==> config.mk <==
export PLATFORM = sky130hd
export DESIGN_NAME = sram_block_loader
export DESIGN_NICKNAME = d
export VERILOG_FILES = /design/src/rtl/sram_block_loader.sv
export SDC_FILE = /design/constraint.sdc
export NUM_CORES = 1
export LEC_CHECK = 0
export ABC_AREA = 1
export BUFFER_PORTS_ARGS = -buffer_cell sky130_fd_sc_hd__buf_4
export CAP_MARGIN = 20
export CORE_UTILIZATION = 40
export DETAILED_ROUTE_END_ITERATION = 6
export GPL_TIMING_DRIVEN = 0
export PLACE_DENSITY = 0.66
export SLEW_MARGIN = 20
export SYNTH_ARGS = -nofsm -noshare
export SYNTH_HDL_FRONTEND = slang
export SYNTH_SLANG_ARGS = --single-unit
export TNS_END_PERCENT = 1
==> constraint.sdc <==
create_clock -name Clock -period 2.35 [get_ports Clock]
set_input_delay 0.47 -clock Clock [delete_from_list [all_inputs] [get_ports Clock]]
set_output_delay 0.47 -clock Clock [all_outputs]
set_load 0.03 [all_outputs]
==> src/rtl/sram_block_loader.sv <==
// Streams samples into a 32x16 SRAM as 8-word blocks, clearing each block's
// result slot, and holds the processing core in reset until the image is complete.
module sram_block_loader #(
  parameter int DATA_WIDTH = 16,
  parameter int ADDR_WIDTH = 5,
  parameter int BLOCK_SIZE = 8
) (
  input  logic                  Clock,
  input  logic                  Reset,
  input  logic                  Start,
  input  logic [DATA_WIDTH-1:0] InData,
  input  logic                  InValid,
  output logic                  InReady,
  output logic [ADDR_WIDTH-1:0] Address,
  output logic                  WriteEnable,
  output logic [DATA_WIDTH-1:0] DataIN,
  output logic                  Busy,
  output logic                  Done,
  output logic                  ProcReset
);

  localparam int OFF_W = $clog2(BLOCK_SIZE);

  typedef enum logic [1:0] {
    IDLE,
    LOAD,
    FLUSH,
    DONE
  } state_t;

  state_t                state_q, state_d;
  logic [ADDR_WIDTH-1:0] ptr_q, ptr_d;
  logic [ADDR_WIDTH-1:0] addr_q, addr_d;
  logic [DATA_WIDTH-1:0] data_q, data_d;
  logic                  we_q, we_d;
  logic                  proc_rel_q, proc_rel_d;

  logic result_slot;
  logic last_slot;
  logic issue;

  // The last word of every block is the result slot the core fills in later.
  assign result_slot = (ptr_q[OFF_W-1:0] == {OFF_W{1'b1}});
  assign last_slot   = (ptr_q == {ADDR_WIDTH{1'b1}});

  assign InReady = (state_q == LOAD) && !result_slot;

  // NOTE: every signal written here gets a default first, so no path leaves
  // a variable unassigned and no latch is inferred.
  always_comb begin
    state_d = state_q;
    ptr_d   = ptr_q;
    addr_d  = addr_q;
    data_d  = data_q;
    we_d    = 1'b0;
    issue   = 1'b0;

    case (state_q)
      IDLE, DONE: begin
        if (Start) begin
          state_d = LOAD;
          ptr_d   = '0;
        end
      end
      LOAD: begin
        if (result_slot) begin
          issue  = 1'b1;
          data_d = '0;
        end else if (InValid) begin
          issue  = 1'b1;
          data_d = InData;
        end
        if (issue) begin
          addr_d = ptr_q;
          ptr_d  = ptr_q + ADDR_WIDTH'(1);
          we_d   = 1'b1;
          if (last_slot) state_d = FLUSH;
        end
      end
      FLUSH: state_d = DONE;
      default: state_d = IDLE;
    endcase

    // Released together with entering DONE, dropped on the same edge as a restart.
    proc_rel_d = (state_d == DONE);
  end

  // NOTE: sequential state uses non-blocking assignments only, so every flop
  // samples the pre-edge value of its inputs regardless of statement order.
  always_ff @(posedge Clock or negedge Reset) begin
    if (!Reset) begin
      state_q    <= IDLE;
      ptr_q      <= '0;
      addr_q     <= '0;
      data_q     <= '0;
      we_q       <= 1'b0;
      proc_rel_q <= 1'b0;
    end else begin
      state_q    <= state_d;
      ptr_q      <= ptr_d;
      addr_q     <= addr_d;
      data_q     <= data_d;
      we_q       <= we_d;
      proc_rel_q <= proc_rel_d;
    end
  end

  assign Address     = addr_q;
  assign DataIN      = data_q;
  assign WriteEnable = we_q;
  assign ProcReset   = proc_rel_q;
  assign Busy        = (state_q == LOAD) || (state_q == FLUSH);
  assign Done        = (state_q == DONE);

endmodule
==> results of run 1 <==
==> routing by layer <==
metal	routed length, um	vias up	global-route usage, %
met5	0	-	0
met4	47	0	7.973
met3	216	7	6.769
met2	1307	33	27.61
met1	1103	484	18.08
li1	-	502	-
==> sequential cells by signal, indices dropped and copies added, names as in the netlist <==
name	flops
DataIN	16
Address	5
state_q	2
WriteEnable	1
ptr_q	5
ProcReset	1
==> power by group <==
group | switching [mW] | internal [mW] | total (mW)
Clock | 0.172 | 0.145 | 0.316
Combinational | 0.779 | 0.507 | 1.29
Sequential | 0.141 | 0.735 | 0.876
Total | 1.09 | 1.39 | 2.48
==> worst reg2reg max path, stage by stage (launching register included) <==
cell and delay [ps]:
dfrtp_1 440, inv_1 70, ha_1 290, inv_1 100, or2_4 250, a21oi_4 200
inv_2 60, nand2_1 70, o21ai_2 50
==> area by class of cell <==
cell class	instances	area (sq um)	area share, %
buffer	5	48.80	2.764
clock buffer	7	55.05	3.118
clock inverter	1	5.005	0.2835
inverter	15	58.81	3.331
multi-input combinational	63	461.7	26.15
sequential	30	750.7	42.52
tap	44	55.05	3.118
timing repair buffer	44	330.3	18.71
==> synth_stat cells <==
library cell   n
inv_1         12
or2_4          1
o21ai_0        8
o21ai_4        1
a32o_1        16
a21oi_1        1
ha_1           6
nand4_1        1
dfrtp_1       30
inv_2          3
o21a_1         1
o21ai_2        1
o22ai_1        2
nand2_1       16
a21oi_4        1
nand3_1        6
nor2_1         1
clkbuf_1       1
buf_2          1
nor2_4         1
buf_6          4
==> cell families after synthesis <==
logic type / after synthesis / share of synthesized area [%]
buffers and inverters: 21 / 8.324
flip-flops: 30 / 56.76
AO/OA/AOI/OAI: 31 / 20.15
AND/OR/NAND/NOR: 26 / 9.083
adder cells (fa/ha/maj): 6 / 5.676
==> worst max path at each step <==
| stage | slack [ps] | end | start |
|---|---|---|---|
| 6_report | 180 | InReady | ptr_q[0]$_DFFE_PN0P_ |
| 2_1_floorplan | 590 | InReady | ptr_q[0]$_DFFE_PN0P_ |
| 3_5_place_dp | 360 | InReady | ptr_q[0]$_DFFE_PN0P_ |
| 3_3_place_gp | 380 | InReady | ptr_q[0]$_DFFE_PN0P_ |
| 4_1_cts | 90 | InReady | ptr_q[0]$_DFFE_PN0P_ |
| 5_1_grt | 60 | InReady | ptr_q[0]$_DFFE_PN0P_ |
==> results.yml, run 1 <==
global_route:
  grt_overflow: 0
  grt_max_degree: 31
  grt_usage_pct: 16.49
  grt_pass1_vias: 965
  grt_pass1_wl_um: 4133
  antenna_found_initial: 0
sta:
  holdWs_ps: 52.26
  slew_headroom_pct: 72.46
  setup_ws_ps: 180.2
  rsz0062_at_grt: "false"
  worstMarginPinSlew_ps: 413.0
  setup-tns-final_ps: 0
  slew_viol_final: 0
  fin_crit_sh_pct: 92.33
  setup_violations: 0
  skew_ps: 6.831
  hold_violations: 0
  max_freq_ghz: 0.4609
  min_period_ps: 2170
layout:
  antenna_cells: 0
  utilization_pct: 56.90
  area_growth_syn_to_layout_pct: 33.49
  nFillCells: 303
  drive_gt1_share_pct: 38.18
  most-common-layout-cells: "44 x buf_4, 30 x dfrtp_1, 16 x nand2_1, 16 x a32o_1, 12 x inv_1"
  final_area_sq_um: 1765
  fin_nets: 190
  mostFrequentLayoutCell: "buf_4"
  fin_cells: 209
logic_synthesis:
  postSynthCellCount: 114
  yosysSeqAreaShare_pct: 56.76
  yosysWarnings: 0
  synth_nets: 140
  avgSynthCellArea_sq_um: 11.60
  synth_cell_types: 21
  synth_area_sq_um: 1323
  yosys.area.top_type_share_pct: 56.76
  synth.area.top_cells: "dfrtp_1 57%, a32o_1 12%, ha_1 5.7%"
  synth_top_area_cell: "dfrtp_1"
  ys_ff_latch: 30
drt:
  dr.pass1.iters: 4
  drc: 0
  drtIter0Drc: 32
  vias: 1026
  vias_per_cell: 4.909
  antenna_left: 0
  wl_per_cell_um: 12.80
  totalWireLength_um: 2675
floorplanning:
  start_util_pct: 42.62
  die_w_um: 59.50
  rows: 20
  die_y_um: 59.50
  io_pins: 46
  dieArea_sq_um: 3540
  core_sq_um: 3103
clocking:
  cts-buffers-inserted: 5
  cts_tree: "done"
  cts.sinks: 30
  cts_max_path_buffers: 2
  cts_setup_buffers: 0
  cts_resized: 0
  root_buffer: "clkbuf_4"
  htree_levels: 2
  ctsHoldBuffers: 0
  worstSkewPairLatency_ps: 330
  clk_pin_slew_ps: 90
critical_path:
  critPathLaunchType: "flip-flop"
  critPathKind: "flip-flop to output pin"
  path_buf_inv: 3
  crit_path_top_delay_cell: "dfrtp_1"
  worstPathRequired_ps: 1880
  crit_family: "adder cells"
  timing.rr.start: "state_q[0]$_DFF_PN0_"
  crit_path_frequent_cell: "ha_1"
  critPathMaxStageDelay_ps: 420
  r2r_end: "ptr_q[3]$_DFFE_PN0P_"
  reg2reg_depth: 8
  cp.arrival_ps: 1700
  crit_cells: 6
  crit_chain: "ha_1 > ha_1 > inv_1 > nand2_1 > inv_4 > buf_4"
  reg2reg_setup_slack_ps: 720
  cp_max_fo: 17
  end_kind: "output pin"
placed_design:
  post-place-ws_ps: 359.3
  dp.cells: 202
  gp_congestion: 0.7501
  io_buffer_count: 44
  placed_area_sq_um: 1708
  post-dp-hpwl_um: 2031
pwr:
  power_leakage_nw: 0.8801
  power_mw: 2.479
  peakVddDrop_v: 0.0004963
  p_per_area_nw_per_um2: 1404
worst_hold_path:
  hold_path_class: "input port to async pin"
flow_run:
  cap_violations: 0
outcome:
  status: "complete, no violations"
No activity file was read; power rests on OpenSTA's default activity.
==> run 2, diff against run 1 <==
RECOVER_POWER = 25   (was unset)
SLEW_MARGIN = unset   (was 20)
==> run 2 against run 1 <==
Sequential power barely moved. Critical endpoint unchanged. Largest power group unchanged. Worst hold slack gained 340 ps. Sequential share of layout area grew 0.091 points. The flow now finishes with violations (max-capacitance violations, max-slew violations). Die area is the same. Total power hardly changed. Setup slack did not move. Global-route usage unchanged.
==> results.yml, run 2 (synthesis gave the netlist of run 1 again) <==
critical_path:
  worstPathRequired_ps: 1880
  critPathLaunchType: "flip-flop"
  cp.arrival_ps: 1700
  critPathKind: "flip-flop to output pin"
  cp_max_fo: 17
  end_kind: "output pin"
sta:
  setup-tns-final_ps: 0
  min_period_ps: 2170
  worstMarginPinSlew_ps: 1587
  max_freq_ghz: 0.4609
  slew_viol_final: 31
  holdWs_ps: 390.0
  skew_ps: 6.831
  slew_headroom_pct: -5.807
  fin_crit_sh_pct: 92.33
  setup_violations: 0
  hold_violations: 0
  setup_ws_ps: 180.2
  rsz0062_at_grt: "false"
outcome:
  status: "complete, but fails checks"
  violations: "max-capacitance violations, max-slew violations"
drt:
  drc: 0
  drtIter0Drc: 32
  wl_per_cell_um: 12.79
  totalWireLength_um: 2673
  antenna_left: 0
  vias: 1026
  vias_per_cell: 4.909
  dr.pass1.iters: 4
placed_design:
  post-dp-hpwl_um: 2031
  post-place-ws_ps: 359.3
  io_buffer_count: 44
  placed_area_sq_um: 1708
  dp.cells: 202
  gp_congestion: 0.7501
global_route:
  antenna_found_initial: 0
  grt_pass1_vias: 965
  grt_usage_pct: 16.49
  grt_pass1_wl_um: 4133
  grt_max_degree: 31
  grt_overflow: 0
clocking:
  cts_tree: "done"
  cts.sinks: 30
  ctsHoldBuffers: 0
  cts_max_path_buffers: 2
  cts-buffers-inserted: 5
  worstSkewPairLatency_ps: 330
  htree_levels: 2
  root_buffer: "clkbuf_4"
  cts_setup_buffers: 0
  clk_pin_slew_ps: 90
layout:
  largest_register_ff_count: 16
  antenna_cells: 0
  mostFrequentLayoutCell: "buf_4"
  fin_nets: 190
  final_area_sq_um: 1762
  area_growth_syn_to_layout_pct: 33.21
  fin_cells: 209
  most-common-layout-cells: "43 x buf_4, 30 x dfrtp_1, 16 x nand2_1, 16 x a32o_1, 12 x inv_1"
  utilization_pct: 56.77
  drive_gt1_share_pct: 37.58
floorplanning:
  start_util_pct: 42.62
  dieArea_sq_um: 3540
  io_pins: 46
  die_w_um: 59.50
  die_y_um: 59.50
  rows: 20
  core_sq_um: 3103
pwr:
  power_mw: 2.478
  power_leakage_nw: 0.8765
  peakVddDrop_v: 0.0004962
  p_per_area_nw_per_um2: 1407
worst_hold_path:
  hold_path_class: "input port to flip-flop"
flow_run:
  cap_violations: 1
==> run 2: power by group <==
| group | switching (mW) | internal [mW] | total (mW) | leakage [nW] |
|---|---|---|---|---|
| clock network | 0.172 | 0.145 | 0.316 | 0.0353 |
| registers | 0.141 | 0.735 | 0.876 | 0.381 |
| logic | 0.779 | 0.506 | 1.29 | 0.460 |
| total | 1.09 | 1.39 | 2.48 | 0.876 |
==> run 2: cell type report <==
| type | instances | area, sq um |
|---|---|---|
| buffer | 5 | 48.80 |
| clock buffer | 7 | 55.05 |
| clock inverter | 1 | 5.005 |
| fill | 305 | 1341 |
| inverter | 15 | 58.81 |
| multi-input combinational | 63 | 461.7 |
| sequential | 30 | 750.7 |
| tap | 44 | 55.05 |
| timing repair buffer | 44 | 326.6 |
==> run 2: final timing paths <==
check / startpoint / to / slack, ps / cells past startpoint
worst max-delay path: ptr_q[0]$_DFFE_PN0P_ / InReady / 180 / 6
worst min-delay path: InData[2] / DataIN[2]$_DFFE_PN0P_ / 390 / 2
worst max register to register: state_q[0]$_DFF_PN0_ / ptr_q[3]$_DFFE_PN0P_ / 720 / 8
worst min register to register: Address[4]$_DFFE_PN0P_ / Address[4]$_DFFE_PN0P_ / 500 / 2
max in group asynchronous: Reset / Address[0]$_DFFE_PN0P_ / 910 / 1
min in group asynchronous: Reset / DataIN[13]$_DFFE_PN0P_ / 520 / 1
==> run 2: critical path: stages (launching register included) <==
cell and delay (ps):
dfrtp_1 420, ha_1 230, ha_1 240, inv_1 70
nand2_1 80, inv_4 160, buf_4 190
==> run 2: routing by layer <==
metal  share of wire (%)  routed length (um)  track usage (%)  up-vias
li1                    -                   -                -      502
met1                  41                1102            18.08      484
met4                 1.8                  47            7.973        0
met5                   0                   0                0        -
met2                  49                1307            27.61       33
met3                 8.0                 215            6.769        7
==> run 2: what timing repair did <==
item                       CTS  global route
setup endpoints to repair    1             1
resized for setup            0             2
pin swaps                    0             0
==> run 3, diff against run 2 <==
ABC_CLOCK_PERIOD_IN_PS = 2350   (was unset)
CORE_UTILIZATION = 52   (was 40)
PLACE_DENSITY = 0.83   (was 0.66)
==> run 3 against run 2 <==
The run still ends with max-capacitance violations, max-slew violations left. Clock-buffer cell count unchanged. Largest power group unchanged. Die area down 22%. Largest cell class unchanged. Worst hold slack better by 15 ps. Via count up 1.9%. Register-to-register slack about the same. Sequential power down 0.5%. Setup slack worse by 83 ps. Cell count down 7.7%. Clock power down 2%. First-iteration DRC count down 50%.
==> results.yml, run 3 (synthesis gave the netlist of run 1 again) <==
global_route:
  grt_pass1_vias: 1001
  grt_usage_pct: 22.53
  grt_overflow: 0
  grt_max_degree: 31
  antenna_found_initial: 0
  grt_pass1_wl_um: 4347
sta:
  slew_headroom_pct: -1.036
  setup_violations: 0
  setup-tns-final_ps: 0
  hold_violations: 0
  fin_crit_sh_pct: 95.87
  worstMarginPinSlew_ps: 1516
  skew_ps: 6.701
  rsz0062_at_grt: "false"
  max_freq_ghz: 0.4439
  min_period_ps: 2253
  slew_viol_final: 31
layout:
  drive_gt1_share_pct: 37.58
  area_growth_syn_to_layout_pct: 31.50
  mostFrequentLayoutCell: "buf_4"
  seqCellArea_sq_um: 750.7
  multiInputGateArea_sq_um: 461.7
  fin_cells: 193
  largest_register_ff_count: 16
  fin_nets: 190
  nFillCells: 171
  most-common-layout-cells: "43 x buf_4, 30 x dfrtp_1, 16 x nand2_1, 16 x a32o_1, 12 x inv_1"
  antenna_cells: 0
drt:
  dr.pass1.iters: 4
  antenna_left: 0
  vias_per_cell: 5.420
  drc: 0
  totalWireLength_um: 2578
  vias: 1046
  wl_per_cell_um: 13.36
  drtIter0Drc: 16
clocking:
  cts_tree: "done"
  cts.sinks: 30
  root_buffer: "clkbuf_4"
  cts-buffers-inserted: 5
  cts_resized: 0
  htree_levels: 2
  ctsHoldBuffers: 0
  cts_max_path_buffers: 2
  cts_setup_buffers: 0
  worstSkewPairLatency_ps: 320
  clk_pin_slew_ps: 90
critical_path:
  startpoint: "ptr_q[0]$_DFFE_PN0P_"
  path_buf_inv: 3
  timing.rr.start: "ptr_q[0]$_DFFE_PN0P_"
  end_kind: "output pin"
  critPathLaunchType: "flip-flop"
  crit_family: "buffers and inverters"
  critPathKind: "flip-flop to output pin"
  worstPathRequired_ps: 1880
  cp_max_fo: 17
  critPathMaxStageDelay_ps: 420
  crit_path_top_delay_cell: "dfrtp_1"
  crit_chain: "ha_1 > ha_1 > inv_1 > nand2_1 > inv_2 > buf_4"
  cp.arrival_ps: 1780
  crit_path_frequent_cell: "ha_1"
floorplanning:
  dieArea_sq_um: 2749
  start_util_pct: 57.57
  io_pins: 46
  die_y_um: 52.43
  rows: 17
  die_w_um: 52.43
  core_sq_um: 2297
outcome:
  violations: "max-capacitance violations, max-slew violations"
  status: "complete, but fails checks"
worst_hold_path:
  hold_path_class: "input port to flip-flop"
  min-delay-start: "InData[2]"
pwr:
  pwr-share-seq_pct: 35.4
  peakVddDrop_v: 0.0008963
  pwr-share-comb_pct: 52.1
  switchingPower_mw: 1.083
  p_int_mw: 1.383
  power_leakage_nw: 0.8761
  clockPowerShare_pct: 12.6
  swShare_pct: 43.92
  p_per_area_nw_per_um2: 1418
placed_design:
  io_buffer_count: 44
  post-dp-hpwl_um: 1960
  gp_congestion: 0.7090
  dp.cells: 186
flow_run:
  cap_violations: 1
## run 3: worst paths after layout
kind	to	slack, ps	cells past startpoint
min in group asynchronous	Address[3]$_DFFE_PN0P_	500	1
worst min register to register	DataIN[10]$_DFFE_PN0P_	500	1
max in group asynchronous	ptr_q[1]$_DFFE_PN0P_	960	1
worst max register to register	ptr_q[0]$_DFFE_PN0P_	730	6
worst max-delay path	InReady	100	6
worst min-delay path	DataIN[2]$_DFFE_PN0P_	400	2
## run 3: routing by layer
layer  routed length [um]  GRT usage (%)  up-vias
li1                     -              -      507
met1                 1120          29.12      502
met2                 1261          33.76       32
met3                  149          6.957        5
met4                   46          11.84        0
met5                    0              0        -
## run 3: stage by stage
| stage | power, mW | utilization, % | setup slack [ps] | hold WS, ps | cell area (sq um) |
|---|---|---|---|---|---|
| finish | 2.466 | 75.71 | 97.09 | 404.6 | 1739 |
| global placement | 2.144 | 73.47 | 383.7 | 410.1 | 1688 |
| floorplan | 1.728 | - | 592.6 | 174.4 | 1323 |
| CTS | 2.493 | 75.87 | 84.22 | 59.50 | 1743 |
| global route | 2.643 | 75.71 | 21.55 | 387.2 | 1739 |
| detailed placement | 2.189 | 73.47 | 346.8 | 416.4 | 1688 |
## run 3: cell type report
cell class	instances	share of cell area (%)
tap	28	2.014
multi-input combinational	63	26.55
sequential	30	43.17
inverter	15	3.237
clock inverter	1	0.2878
timing repair buffer	44	18.78
buffer	5	2.806
clock buffer	7	3.165
## run 3: power by group through the flow
stage          combinational (mW)  clock, mW  sequential, mW
2_1_floorplan               0.511          0            1.22
3_3_place_gp                 1.27          0           0.870
3_5_place_dp                 1.30          0           0.885
4_1_cts                      1.30      0.322           0.875
5_1_grt                      1.40      0.340           0.907
6_report                     1.28      0.310           0.872
